--- src/rtl/dtw_pkg.sv ---
// Shared types and helpers for the banded DTW cost-row buffer.
package dtw_pkg;

  localparam int COST_W = 32;

  typedef logic [COST_W-1:0] cost_t;

  localparam cost_t COST_INF = {4'h0, {(COST_W-4){1'b1}}};

  typedef enum logic [1:0] {IDLE, FILL, RUN, FLUSH} band_state_e;

  // Band radius must keep both the band and out taps inside the physical chain.
  function automatic int unsigned clamp_radius(input int unsigned r, input int unsigned max_r);
    if (r < 2) return 2;
    if (r > max_r) return max_r;
    return r;
  endfunction

endpackage

--- src/rtl/dtw_band_stage.sv ---
// One cost-row stage: a cost word plus its valid flag, with reinit and shift.
module dtw_band_stage #(
  parameter int               WIDTH   = 32,
  parameter logic [WIDTH-1:0] INF_VAL = '0
) (
  input  logic             clk,
  input  logic             rst,
  input  logic             clear,
  input  logic             shift,
  input  logic [WIDTH-1:0] d,
  input  logic             d_valid,
  output logic [WIDTH-1:0] q,
  output logic             q_valid
);

  always_ff @(posedge clk or posedge rst) begin
    if (rst) begin
      q       <= INF_VAL;
      q_valid <= 1'b0;
    end else if (clear) begin
      q       <= INF_VAL;
      q_valid <= 1'b0;
    end else if (shift) begin
      q       <= d;
      q_valid <= d_valid;
    end
  end

endmodule

--- src/rtl/dtw_band_buffer.sv ---
// Previous-row cost buffer for a banded DTW engine: runtime radius, valid tracking,
// push handshake and an end-of-sequence drain.
module dtw_band_buffer
  import dtw_pkg::*;
#(
  parameter int               WIDTH   = COST_W,
  parameter int               MAX_R   = 16,
  parameter logic [WIDTH-1:0] INF_VAL = {4'h0, {(WIDTH-4){1'b1}}},
  localparam int              RW      = $clog2(MAX_R+1)
) (
  input  logic             clk,
  input  logic             rst,
  input  logic             clear,
  input  logic             cfg_load,
  input  logic [RW-1:0]    r_cfg,
  input  logic             flush,
  input  logic             in_valid,
  input  logic [WIDTH-1:0] in_data,
  output logic             in_ready,
  output logic [WIDTH-1:0] last,
  output logic [WIDTH-1:0] band,
  output logic [WIDTH-1:0] out,
  output logic             out_valid,
  output logic             primed,
  output logic [RW-1:0]    fill_cnt,
  output logic             busy
);

  band_state_e      state_reg, state_next;
  logic [RW-1:0]    r_eff_reg, r_eff_next;
  logic [RW-1:0]    fill_reg, fill_next;
  logic [WIDTH-1:0] stage_q [MAX_R];
  logic             stage_v [MAX_R];
  logic             push, drain, cfg_accept, stage_clear, stage_shift;
  logic [WIDTH-1:0] head_d;
  logic             head_v;
  logic [WIDTH-1:0] band_tap, out_tap;
  logic             out_v_tap;

  assign in_ready    = (state_reg != FLUSH);
  assign push        = in_valid && in_ready && !clear;
  assign drain       = (state_reg == FLUSH) && !clear;
  assign cfg_accept  = cfg_load && (state_reg == IDLE) && !clear && !push;
  // A radius change starts from an empty row so stale words beyond the old window never appear.
  assign stage_clear = clear || cfg_accept;
  assign stage_shift = push || drain;
  assign head_d      = drain ? INF_VAL : in_data;
  assign head_v      = !drain;

  generate
    for (genvar gi = 0; gi < MAX_R; gi++) begin : g_stage
      if (gi == 0) begin : g_head
        dtw_band_stage #(.WIDTH(WIDTH), .INF_VAL(INF_VAL)) u_stage (
          .clk(clk), .rst(rst), .clear(stage_clear), .shift(stage_shift),
          .d(head_d), .d_valid(head_v), .q(stage_q[gi]), .q_valid(stage_v[gi])
        );
      end else begin : g_body
        dtw_band_stage #(.WIDTH(WIDTH), .INF_VAL(INF_VAL)) u_stage (
          .clk(clk), .rst(rst), .clear(stage_clear), .shift(stage_shift),
          .d(stage_q[gi-1]), .d_valid(stage_v[gi-1]), .q(stage_q[gi]), .q_valid(stage_v[gi])
        );
      end
    end
  endgenerate

  always_comb begin
    band_tap  = INF_VAL;
    out_tap   = INF_VAL;
    out_v_tap = 1'b0;
    for (int i = 0; i < MAX_R; i++) begin
      if (RW'(i) == r_eff_reg - RW'(2)) band_tap = stage_q[i];
      if (RW'(i) == r_eff_reg - RW'(1)) begin
        out_tap   = stage_q[i];
        out_v_tap = stage_v[i];
      end
    end
  end

  // fill_cnt tracks valid words inside the window exactly: during a drain it only
  // drops when a valid word leaves through the out tap.
  always_comb begin
    state_next = state_reg;
    fill_next  = fill_reg;
    r_eff_next = r_eff_reg;
    if (clear) begin
      state_next = IDLE;
      fill_next  = '0;
    end else begin
      case (state_reg)
        IDLE: begin
          if (push) begin
            state_next = FILL;
            fill_next  = RW'(1);
          end else if (cfg_load) begin
            r_eff_next = RW'(clamp_radius(32'(r_cfg), MAX_R));
          end
        end
        FILL: begin
          if (push && fill_reg < r_eff_reg) begin
            fill_next = fill_reg + RW'(1);
            if (fill_reg + RW'(1) == r_eff_reg) state_next = RUN;
          end
          if (flush) state_next = FLUSH;
        end
        RUN: begin
          if (flush) state_next = FLUSH;
        end
        FLUSH: begin
          if (out_v_tap && fill_reg != '0) fill_next = fill_reg - RW'(1);
          if (fill_next == '0) state_next = IDLE;
        end
        default: state_next = IDLE;
      endcase
    end
  end

  always_ff @(posedge clk or posedge rst) begin
    if (rst) begin
      state_reg <= IDLE;
      r_eff_reg <= RW'(MAX_R);
      fill_reg  <= '0;
    end else begin
      state_reg <= state_next;
      r_eff_reg <= r_eff_next;
      fill_reg  <= fill_next;
    end
  end

  assign last      = stage_q[0];
  assign band      = band_tap;
  assign out       = out_tap;
  assign out_valid = out_v_tap;
  assign fill_cnt  = fill_reg;
  assign primed    = (fill_reg == r_eff_reg);
  assign busy      = (state_reg == FLUSH);

endmodule

--- config.mk ---
export PLATFORM = sky130hd
export DESIGN_NAME = dtw_band_buffer
export DESIGN_NICKNAME = d
export VERILOG_FILES = /design/src/rtl/dtw_pkg.sv /design/src/rtl/dtw_band_stage.sv /design/src/rtl/dtw_band_buffer.sv
export SDC_FILE = /design/constraint.sdc
export NUM_CORES = 2
export LEC_CHECK = 0
export CAP_MARGIN = 30
export CELL_PAD_IN_SITES_DETAIL_PLACEMENT = 1
export CELL_PAD_IN_SITES_GLOBAL_PLACEMENT = 1
export CORE_MARGIN = 2
export CORE_UTILIZATION = 50
export DETAILED_ROUTE_END_ITERATION = 12
export PLACE_DENSITY = 0.84
export SLEW_MARGIN = 5
export SYNTH_ARGS = -nofsm -noshare
export SYNTH_HDL_FRONTEND = slang
export SYNTH_SLANG_ARGS = --single-unit
--- constraint.sdc ---
create_clock -name clk -period 27.3 [get_ports clk]
set_input_delay 4.095 -clock clk [delete_from_list [all_inputs] [get_ports clk]]
set_output_delay 4.095 -clock clk [all_outputs]
set_load 0.05 [all_outputs]
After elaboration in Yosys (flattened, before gate mapping). Index checks and enable logic that the tools add are counted.

Bits in registers: 540. Bits of input ports: 43. Output and inout bits: 105. Logic and storage cells: 252.

$add $sub $neg: 4. $lt $le $gt $ge: 3. Equal/unequal tests: 42. Mux-type cells: 143. Bitwise logic cells: 2. Reduce and logical (&&, ||, !) cells: 23.

Operators with widths (number): $mux 32 (65); $eq 4x5->1 const A (16); $mux 1 (59); $mux 5 (9); $eq 3x5->1 const A (8); $eq 2x5->1 const A (4); $mux 2 (8); $logic_not 5->1 (3); $pmux 5 s3 (1); $eq 1x5->1 const A (2); $eq 5x5->1 (2); $sub 5x1->5 const B (2); $ne 3x3->1 const B (3); $logic_and 1x1->1 (8); $ne 4x4->1 const B (2); $pmux 2 s4 (1); $add 5x1->5 const B (1); $gt 5x5->1 const B (1); $lt 5x2->1 const B (1); $lt 5x5->1 (1); $reduce_and 5->1 (1); $reduce_bool 5->1 (1); $sub 5x2->5 const B (1); $eq 2x2->1 const B (2); 11 further kinds (15).

Depth between registers and ports, before layout.
Depth after elaboration: 26. Depth in mapped cells: 16.

Hierarchy. Synthesis repeated with hierarchy kept, for this count alone.

Cell total of the unflattened synthesis: 3084. Area total of the unflattened synthesis: 31172.4 sq um.

Modules (own cells, without submodules): dtw_band_stage (instances 16, cells an instance 110, area each 1442.6 sq um, sequential area each 860.8 sq um); dtw_band_buffer (instances 1, cells an instance 1324, area each 8090.3 sq um, sequential area each 301.5 sq um).

Least setup slack after synthesis. Ideal clock, no wire load.

Path kind: reg2out. Start: register r_eff_reg[1]. End: output port out[26]. Arrival time: 4056 ps. Slack: 19149 ps. Cell stages (with the launch flop): 16. Buffers on the path: 6. Path through: dfrtp_1 > buf_4 > buf_4 > inv_1 > clkbuf_1 > ha_1 > buf_2 > nand2b_2 > xnor2_1 > or3_1 > buf_2 > buf_1 > o22ai_1 > nor4_1 > o221ai_1 > nor3b_1.

Cells in the longest elaborated chain, start to end: 18.

Ends and longest elaborated chain: from (decl) (RTL line dtw_band_buffer.sv:30) `logic [RW-1:0] r_eff_reg, r_eff_next;`; from (signal assigned) (RTL line dtw_band_buffer.sv:120) `r_eff_reg <= RW'(MAX_R);`; from (signal assigned) (RTL line dtw_band_buffer.sv:124) `r_eff_reg <= r_eff_next;`; $sub 5x1->5 * (RTL line dtw_band_buffer.sv:72) `if (RW'(i) == r_eff_reg - RW'(1)) begin`; $logic_not 5->1 (RTL line dtw_band_buffer.sv:72); $mux 32 (15 in series) (RTL line dtw_band_buffer.sv:72); $mux 32 * (RTL line dtw_band_buffer.sv:72); to (decl) (RTL line dtw_band_buffer.sv:22) `output logic [WIDTH-1:0] out,`.

Every way passes the cells marked *; elsewhere a longest branch is shown, timed or not.

Final worst setup path.
Start: register r_eff_reg[1]. End: output port band[18].

Cells in the longest elaborated chain, start to end: 18.

Ends and longest elaborated chain: $sub 5x2->5 * (RTL line dtw_band_buffer.sv:71) `if (RW'(i) == r_eff_reg - RW'(2)) band_tap = stage_q[i];`; $logic_not 5->1 (RTL line dtw_band_buffer.sv:71); $mux 32 (15 in series) (RTL line dtw_band_buffer.sv:71); $mux 32 * (RTL line dtw_band_buffer.sv:71); to (decl) (RTL line dtw_band_buffer.sv:21) `output logic [WIDTH-1:0] band,`.

Marked as above.

==> results.toml <==
[synth]
netlist_top_cells_count = "sky130_fd_sc_hd__nand2_1, sky130_fd_sc_hd__dfstp_2, sky130_fd_sc_hd__nand3_1, sky130_fd_sc_hd__clkbuf_1, sky130_fd_sc_hd__o22ai_1"
synth_nets = 3584
synth.most_common_cell = "sky130_fd_sc_hd__nand2_1"
yosysTopAreaCell = "sky130_fd_sc_hd__dfstp_2"
synth_register_bits = 540
sequential_fraction_of_the_synthesis_area_pct = 47.9
syn-instance-count = 3527
yosys_warnings = 0
ys_top_cells_by_area = "sky130_fd_sc_hd__dfstp_2, sky130_fd_sc_hd__nand2_1, sky130_fd_sc_hd__dfrtp_1"
yosys.area.top_type_share_pct = 40.2
synth-edff-count = 0
synth_async_sr_flop_share_pct = 100
post_synth_instance_area_mm2 = 0.0294
synth_top_flop_cell = "sky130_fd_sc_hd__dfstp_2"
post_synth.cell_area_avg_um2 = 8.32
post_synth_num_cell_types = 83

[final_layout]
finalNonFillerCells = 4345
leading_registers_by_flop_count = "g_stage.g_body.u_stage.q x480, g_stage.g_head.u_stage.q x32, g_stage.g_body.u_stage.q_valid x15"
registers.top_by_ff_count = "g_stage.g_body.u_stage.q"
nNetsFinal = 3583
largest_reg_flops = 480
flow.area_growth_from_synthesis_pct = 14.8
post_route_cells_drive_above_1_share_pct = 20.4

[clocking]
hold_bufs_at_cts = 0
clockBufferDepth = 3
clock_pin_slew_worst_setup_and_hold_paths_ns = 0.06
clock_tree_root = "sky130_fd_sc_hd__clkbuf_16"
gates_resized_cts_repair = 0
cts_inserted_buffers = 61
clock_latency_ns = 0.65
tritoncts = "done"
clock_sinks = 540
post_cts.repair.setup_buffers = 0
cts-htree-levels = 2

[sta]
setup_violations = 0
timing.clock.skew_ns = 0.0150
fin_setup_tns_ns = 0
worst_pin_slew_ns = 1.19
layout_min_cycle_time_ns = 10.84
maxSlewViolCount = 0
fin_hold_ws_ns = 0.499
maxSlewHeadroom_pct = 20.4
post-route-period-util_pct = 39.7
report.final.hold_viol_count = 0
clock.fmax_ghz = 0.0923
setup_repair_after_global_routing_missed_its_margin = "false"

[routing]
drcViolationCount = 0
avg_wl_per_cell_um = 29.1
via_per_inst = 6.93
drt_total_wl_um = 127000
drt_pass1_iterations = 6
antenna_left = 0
drt_iter0_markers = 3915
route.vias.total = 30100

[setup_path]
timing_worst_setup_path_type = "reg2out"
timing.critical_path.required_ns = 23.20
crit_path_start_kind = "flop"
reg2reg_slack_ns = 22.58
crit_path_cell_trace = "inv_1, ha_1, buf_4, inv_1, nor3_1, nand3_2, o221ai_1, nor4_1, a211oi_1, nor3_1, clkdlybuf4s50_1"
rr_startpoint = "r_eff_reg[1]"
r2r_cells = 11
slowest_stage = "sky130_fd_sc_hd__a211oi_1"
crit_path_end_kind = "output pin"
timing.critical_path.from = "r_eff_reg[1]"
timing.critical_path.to = "band[18]"
timing.critical_path.slowest_cell_delay_ns = 0.88
worst_ep_arrival_time_ns = 6.74
critical_path_peak_fanout = 28
timing.rr.end = "state_reg[0]"

[floorplanning]
row_cnt = 88
die-area_mm2 = 0.0607
start_util_pct = 50.7
fp.dieW_um = 246
ios = 148
die_h_um = 246
design.core.area_mm2 = 0.0579

[job]
drv.max_cap_violation_count = 0

[min_path]
hold_path.class = "reg2reg"

[global_route]
number_of_global_route_vias_before_repair = 30200
leftover_overflow_at_the_end_of_global_routing = 0
gr-usage-all-layers_pct = 41.5
antenna_found_initial = 9
grt_max_degree = 238
grt_first_pass_wirelength_um = 190000

[placed_design]
hpwl_um = 81300
port_buffers = 147
number_of_instances_in_the_placed_design = 4217
globalplace.congestion = 0.969

[power_and_ir_drop]
powerDensity_mw_per_mm2 = 121
power.leakage_nw = 14.0
worst_ir_drop_vdd_uv = 115
total_power_mw = 4.06

[status]
run_status = "completed"
==> metrics by stage <==
stage	worst slack, ns	util (%)	cell area (um2)
finish	16.46	58.2	33700
global route	16.39	58.2	33700
CTS	16.76	57.8	33500
detailed placement	17.53	54.1	31300
global placement	17.81	53.9	31200
floorplan	8.85	-	29400
==> logic make-up (layout without fill, tap and decap cells) <==
group,Yosys count,after routing,share of synthesized area [%]
buf+inv,313,365,4.32
flops,540,540,47.9
mux,57,57,3.67
compound gates,691,691,15.5
fa+ha+maj,14,14,0.597
other cells,0,1,0
simple gates,1896,1896,27.4
xor+xnor,16,16,0.503
==> metal layers <==
metal  vias to the layer above  wire [um]  GRT usage, %
met3                       464      16700          13.2
li1                      12400          -             -
met2                      2045      53000          58.7
met5                         -         80             0
met4                        12       6960          20.3
met1                     15100      49900          57.3
==> power by group <==
| group | internal (mW) | total (mW) | switching (mW) |
|---|---|---|---|
| Sequential | 0.992 | 1.19 | 0.197 |
| Clock | 0.517 | 0.877 | 0.360 |
| Combinational | 0.565 | 2.00 | 1.43 |
| Total | 2.07 | 4.06 | 1.99 |
==> how the worst min path moves through the flow <==
stage                     cells after the start                           endpoint                              start
after floorplan                               2  g_stage[0].g_head.u_stage.q_valid  g_stage[0].g_head.u_stage.q_valid
after global placement                        2   g_stage[15].g_body.u_stage.q[20]   g_stage[15].g_body.u_stage.q[20]
after detailed placement                      2   g_stage[15].g_body.u_stage.q[13]   g_stage[15].g_body.u_stage.q[13]
after CTS                                     2   g_stage[15].g_body.u_stage.q[10]   g_stage[15].g_body.u_stage.q[10]
after global routing                          2    g_stage[4].g_body.u_stage.q[16]    g_stage[3].g_body.u_stage.q[16]
final                                         2   g_stage[15].g_body.u_stage.q[10]   g_stage[15].g_body.u_stage.q[10]
==> cell type report <==
type / count / area (um2)
Antenna cell: 1 / 2.50
Clock buffer: 90 / 1860
Clock inverter: 26 / 272
Fill cell: 6750 / 24200
Inverter: 22 / 90.1
Multi-Input combinational cell: 2674 / 14100
Sequential cell: 540 / 14100
Tap cell: 765 / 957
Timing Repair Buffer: 227 / 2330
==> worst max-delay path, delay by kind of cell (launching register included) <==
| kind | cells | cell delay (ns) |
|---|---|---|
| flip-flops | 1 | 0.69 |
| AND/OR/NAND/NOR | 4 | 1.60 |
| adder cells (fa/ha/maj) | 1 | 0.46 |
| buffers and inverters | 4 | 1.89 |
| AO/OA/AOI/OAI | 2 | 1.42 |
==> placed cells by master (no fill, tap or decap), types with 7 or more instances in the layout <==
cell type / Yosys / routed
sky130_fd_sc_hd__a211o_1: 7 / 7
sky130_fd_sc_hd__a211oi_1: 12 / 12
sky130_fd_sc_hd__a21oi_1: 137 / 136
sky130_fd_sc_hd__a221oi_1: 7 / 7
sky130_fd_sc_hd__a222oi_1: 9 / 9
sky130_fd_sc_hd__a22oi_1: 27 / 27
sky130_fd_sc_hd__a31oi_1: 14 / 14
sky130_fd_sc_hd__and3_1: 10 / 10
sky130_fd_sc_hd__buf_16: 0 / 11
sky130_fd_sc_hd__buf_4: 7 / 65
sky130_fd_sc_hd__clkbuf_1: 235 / 10
sky130_fd_sc_hd__clkbuf_16: 0 / 64
sky130_fd_sc_hd__clkbuf_8: 0 / 16
sky130_fd_sc_hd__clkdlybuf4s50_1: 0 / 147
sky130_fd_sc_hd__clkinv_2: 0 / 16
sky130_fd_sc_hd__dfrtp_1: 91 / 89
sky130_fd_sc_hd__dfstp_2: 449 / 449
sky130_fd_sc_hd__ha_1: 14 / 14
sky130_fd_sc_hd__inv_1: 18 / 17
sky130_fd_sc_hd__mux2_2: 11 / 11
sky130_fd_sc_hd__mux4_2: 39 / 39
sky130_fd_sc_hd__nand2_1: 1113 / 1111
sky130_fd_sc_hd__nand2b_1: 7 / 7
sky130_fd_sc_hd__nand3_1: 446 / 443
sky130_fd_sc_hd__nor2_1: 192 / 189
sky130_fd_sc_hd__nor3_1: 36 / 35
sky130_fd_sc_hd__nor4_1: 43 / 42
sky130_fd_sc_hd__o211ai_1: 12 / 12
sky130_fd_sc_hd__o21ai_0: 92 / 92
sky130_fd_sc_hd__o221ai_1: 46 / 46
sky130_fd_sc_hd__o22a_1: 32 / 32
sky130_fd_sc_hd__o22ai_1: 224 / 224
sky130_fd_sc_hd__o31ai_1: 10 / 10
sky130_fd_sc_hd__or3_1: 7 / 7
sky130_fd_sc_hd__xnor2_1: 12 / 10
Note: power is estimated with default switching activity, not from simulation.
